==> src/rtl/midi_note_decoder.sv <==
// MIDI byte-stream parser: channel-voice state machine with running status.
// Emits one registered note event per complete Note On / Note Off message.
//
// Ports:
//   clk, reset    : system clock, synchronous active-high reset
//   byte_valid    : byte_in carries a received byte this cycle
//   byte_in       : received MIDI byte
//   input_en      : one-cycle pulse, a note event is on the note outputs
//   note_in_en    : NOTE_ON / NOTE_OFF of the last event
//   note_in       : note number of the last event
//   velocity_in   : velocity of the last event
//   orphan_count  : saturating count of data bytes seen with no status

package midi_pkg;

  typedef enum logic {
    NOTE_OFF = 1'b0,
    NOTE_ON  = 1'b1
  } note_en_t;

endpackage

module midi_note_decoder
  import midi_pkg::*;
#(
  parameter int unsigned OMNI    = 1,
  parameter logic [3:0]  CHANNEL = 4'd0
) (
  input  logic       clk,
  input  logic       reset,
  input  logic       byte_valid,
  input  logic [7:0] byte_in,
  output logic       input_en,
  output note_en_t   note_in_en,
  output logic [6:0] note_in,
  output logic [6:0] velocity_in,
  output logic [7:0] orphan_count
);

  typedef enum logic [1:0] {
    IDLE  = 2'd0,
    DATA1 = 2'd1,
    DATA2 = 2'd2
  } state_t;

  state_t     state_q, state_d;
  logic [7:0] status_q, status_d;
  logic [6:0] data1_q, data1_d;
  logic [7:0] orphan_q, orphan_d;
  logic       input_en_q, input_en_d;
  note_en_t   note_en_q, note_en_d;
  logic [6:0] note_q, note_d;
  logic [6:0] vel_q, vel_d;

  logic is_data;
  logic is_chan;
  logic is_sys;
  logic is_rt;
  logic one_data;
  logic note_msg;
  logic chan_ok;

  // Byte classes partition the full 0x00-0xFF range.
  assign is_data = ~byte_in[7];
  assign is_chan = byte_in[7] & (byte_in[7:4] != 4'hF);
  assign is_sys  = (byte_in[7:3] == 5'b11110);
  assign is_rt   = (byte_in[7:3] == 5'b11111);

  // 0xC0-0xDF carry a single data byte.
  assign one_data = (status_q[7:5] == 3'b110);
  // 0x8n / 0x9n are the only messages forwarded.
  assign note_msg = (status_q[7:5] == 3'b100);
  assign chan_ok  = (OMNI != 0) ||
                    (status_q[3:0] == CHANNEL);

  always_comb begin
    state_d    = state_q;
    status_d   = status_q;
    data1_d    = data1_q;
    orphan_d   = orphan_q;
    input_en_d = 1'b0;
    note_en_d  = note_en_q;
    note_d     = note_q;
    vel_d      = vel_q;

    if (byte_valid) begin
      unique case (1'b1)
        is_chan: begin
          status_d = byte_in;
          state_d  = DATA1;
        end
        is_sys: begin
          status_d = 8'h00;
          state_d  = IDLE;
        end
        is_rt: begin
        end
        is_data: begin
          case (state_q)
            DATA1: begin
              if (!one_data) begin
                data1_d = byte_in[6:0];
                state_d = DATA2;
              end
            end
            DATA2: begin
              state_d = DATA1;
              if (note_msg && chan_ok) begin
                input_en_d = 1'b1;
                note_d     = data1_q;
                vel_d      = byte_in[6:0];
                // Note On with zero velocity is a Note Off.
                if (status_q[4] &&
                    (byte_in[6:0] != 7'd0))
                  note_en_d = NOTE_ON;
                else
                  note_en_d = NOTE_OFF;
              end
            end
            default: begin
              if (orphan_q != 8'hFF)
                orphan_d = orphan_q + 8'd1;
            end
          endcase
        end
      endcase
    end
  end

  always_ff @(posedge clk) begin
    if (reset) begin
      state_q    <= IDLE;
      status_q   <= 8'h00;
      data1_q    <= 7'd0;
      orphan_q   <= 8'd0;
      input_en_q <= 1'b0;
      note_en_q  <= NOTE_OFF;
      note_q     <= 7'd0;
      vel_q      <= 7'd0;
    end else begin
      state_q    <= state_d;
      status_q   <= status_d;
      data1_q    <= data1_d;
      orphan_q   <= orphan_d;
      input_en_q <= input_en_d;
      note_en_q  <= note_en_d;
      note_q     <= note_d;
      vel_q      <= vel_d;
    end
  end

  assign input_en     = input_en_q;
  assign note_in_en   = note_en_q;
  assign note_in      = note_q;
  assign velocity_in  = vel_q;
  assign orphan_count = orphan_q;

endmodule

==> config.mk <==
export PLATFORM = sky130hd
export DESIGN_NAME = midi_note_decoder
export DESIGN_NICKNAME = d
export VERILOG_FILES = /design/src/rtl/midi_note_decoder.sv
export SDC_FILE = /design/constraint.sdc
export NUM_CORES = 1
export LEC_CHECK = 0
export BUFFER_PORTS_ARGS = -buffer_cell sky130_fd_sc_hd__clkbuf_2
export CORE_UTILIZATION = 52
export DETAILED_ROUTE_END_ITERATION = 8
export HOLD_SLACK_MARGIN = 0.15
export PLACE_DENSITY = 0.85
export SYNTH_ARGS = -nofsm -noshare
export SYNTH_HDL_FRONTEND = slang
export SYNTH_SLANG_ARGS = --single-unit
==> constraint.sdc <==
create_clock -name clk -period 1.8 [get_ports clk]
set_input_delay 0.18 -clock clk [delete_from_list [all_inputs] [get_ports clk]]
set_output_delay 0.18 -clock clk [all_outputs]
set_load 0.05 [all_outputs]
==> flow_summary.json <==
{
  "outcome": "finished, violations left",
  "violations": "design-rule violations",
  "cts_max_level": 2,
  "vias": 1271,
  "path_delay_family": "simple AND/OR/NAND/NOR gates",
  "holdPathStages": 3,
  "fin_util_pct": 65.8,
  "synth_area_um2": 1560,
  "dp_cells": 215,
  "numCtsBuffers": 5,
  "core_area_um2": 2810,
  "ff2ff_setup_slack_ps": 120,
  "synthDistinctLibCells": 39,
  "clock_latency_ps": 340,
  "rsz0062_at_grt": "false",
  "drt_iter0_markers": 47,
  "pre_cts_ws_ps": 135,
  "path_cells": "inv_1, ha_1, and3b_2, o211ai_4, nor3_2, mux2_4",
  "dpl.hpwl_um": 2270,
  "synth_top_area_share_pct": 47.6,
  "antennaDiodeCount": 0,
  "die_x_um": 56.7,
  "cp.buffers_inverters": 1,
  "slowest_delay_ps": 380,
  "syn_to_final_growth_pct": 18.5,
  "grt_max_degree": 21,
  "fin_crit_sh_pct": 93.4,
  "endpoint_kind": "flip-flop",
  "crit-reg2reg-launch": "state_q[0]",
  "wl_um": 3140,
  "gp_congestion": 0.825,
  "grt_antenna_before_repair": 0,
  "cts.clk_slew.worst_paths_ps": 110,
  "cts.path.max_buffers": 2,
  "ir_drop_mv": 0.551,
  "start_util_pct": 55.5,
  "slew_headroom_pct": 72.6,
  "synth_cells": 155,
  "final.setup.worst_slack_ps": 119,
  "detail_route.vias_per_cell": 5.60,
  "fin_tns_setup_ps": 0,
  "hp-class": "input port to flip-flop",
  "r2r_cells": 6,
  "clock-root-buffer": "clkbuf_4",
  "wl_per_cell_um": 13.8,
  "hold_end": "data1_q[4]",
  "finalSetupViolCount": 0,
  "criticalPathCategory": "flip-flop to flip-flop",
  "grt_pass1_vias": 1264,
  "finalPower_mw": 1.42,
  "rr_endpoint": "orphan_count[7]",
  "drv_slew": 0,
  "grt_pass1_wl_um": 5090,
  "max_freq_mhz": 595,
  "io_buffer_count": 34,
  "yosysTopAreaCell": "dfxtp_1",
  "ios": 35,
  "p_per_area_nw_per_um2": 771,
  "gr-usage-all-layers_pct": 20.6,
  "hp-start": "byte_in[4]",
  "crit_fanout": 6,
  "post_cts_buffers": 0,
  "synth_nets": 169,
  "die_area_um2": 3220,
  "yosysSeqAreaShare_pct": 47.6,
  "crit_slowest_cell": "dfxtp_1",
  "yosys_warnings": 0,
  "min_period_ps": 1680,
  "p_leak_nw": 0.887,
  "drc": 5,
  "synth.area.top_cells": "dfxtp_1, mux2i_1, nor2_1",
  "clkSinkCount": 37,
  "worst_pin_slew_ps": 412,
  "maxCapViolCount": 0,
  "row_count": 19,
  "grt.overflow.total": 0,
  "die_h_um": 56.7,
  "synth_seq_cells": 37,
  "ant_nets": 0,
  "nNetsFinal": 209,
  "drive_gt1_share_pct": 26.5,
  "syn_avg_cell_area_um2": 10.0,
  "final_cell_count_no_fill": 227,
  "crit_arrival_ps": 1920,
  "worst_ep_required_time_ps": 2040,
  "skew_ps": 8.10,
  "drtPass1Iterations": 6,
  "cts_tree": "built",
  "startpoint_type": "flip-flop",
  "hold_viol": 0
}
layer usage:
layer	global-route usage (%)	share of wire, %
met1	20.1	42
met3	5.76	4.7
met5	0	0
met2	38.9	50
met4	10.5	3.2
cells by family (layout without fill, tap and decap cells):
family | count (synthesis) | after routing | share of synthesized area [%]
and+or+nand+nor | 63 | 63 | 21.4
DFF | 37 | 37 | 47.6
muxes | 23 | 23 | 15.1
AOI/OAI and AO/OA | 14 | 14 | 7.31
buffers and inverters | 9 | 50 | 2.89
xor gates and xnor gates | 6 | 6 | 3.37
adders and majority gates | 3 | 3 | 2.41
state kept, by name (all words and copies together) (netlist names):
register and flops:
state_q 2, orphan_count 8, input_en 1, note_in_en 1
velocity_in 7, status_q 4, data1_q 7, note_in 7
report_power, final:
part / switching (mW) / total (mW) / leakage [nW] / internal, mW
clock: 0.280 / 0.471 / 0.0382 / 0.190
sequential: 0.0104 / 0.842 / 0.299 / 0.831
combinational: 0.0673 / 0.110 / 0.550 / 0.0423
total: 0.358 / 1.42 / 0.887 / 1.06
final cells by class:
| cell class | instances | area [um^2] |
|---|---|---|
| well taps | 31 | 38.8 |
| clock inverters | 2 | 13.8 |
| repair buffers | 39 | 218 |
| flip-flops and latches | 37 | 741 |
| multi-input cells | 109 | 772 |
| inverters | 3 | 11.3 |
| clock buffers | 6 | 51.3 |
| fillers | 239 | 960 |
cell usage in the layout (no fill, tap or decap), types with 4 or more instances in the layout:
master and instances:
nor2_1 35, clkbuf_4 5, xor2_1 5, nand2_1 5, dlygate4sd3_1 4, clkbuf_2 34, dfxtp_1 37, mux2i_1 22
worst max path at each step:
stage / startpoint / cells after the start / end
after global routing: state_q[0] / 6 / orphan_count[7]
after detailed placement: state_q[0] / 6 / orphan_count[7]
final: state_q[0] / 6 / orphan_count[7]
after floorplan: orphan_count[0] / 5 / orphan_count[7]
after global placement: state_q[0] / 6 / orphan_count[7]
after CTS: state_q[0] / 6 / orphan_count[7]
repair_timing:
item	in CTS	in global routing
endpoints found under the hold margin	7	0
setup endpoints to repair	0	0
resized for setup	0	0
hold buffers	4	0
through the flow:
stage          hold WS [ps]  instance area (um^2)
2_1_floorplan           317                  1560
3_3_place_gp            455                  1740
3_5_place_dp            462                  1740
4_1_cts                 159                  1850
5_1_grt                 172                  1850
6_report                169                  1850
cells in the mapped netlist, drive strengths merged:
master and instances:
xor2 5, nand3 4, mux2 1, and2b 1, and3b 1, nor2 35, a41o 1, inv 3
a22oi 3, o211ai 2, ha 3, nor2b 2, and2 1, nor4 1, nor3 2, o2111ai 1
and4bb 2, dfxtp 37, a21oi 3, a32o 1, nand4 2, o21ai 2, buf 2, nand3b 2
and3 2, nand2 6, clkbuf 4, mux2i 22, a32oi 1, or2 1, nand4b 1, xnor2 1
worst register-to-register path, cell delays in order, from the launching register on:
cell,delay (ps)
dfxtp_1,380
inv_1,60
ha_1,280
and3b_2,260
o211ai_4,110
nor3_2,190
mux2_4,310
(Power assumes the default switching activity.)
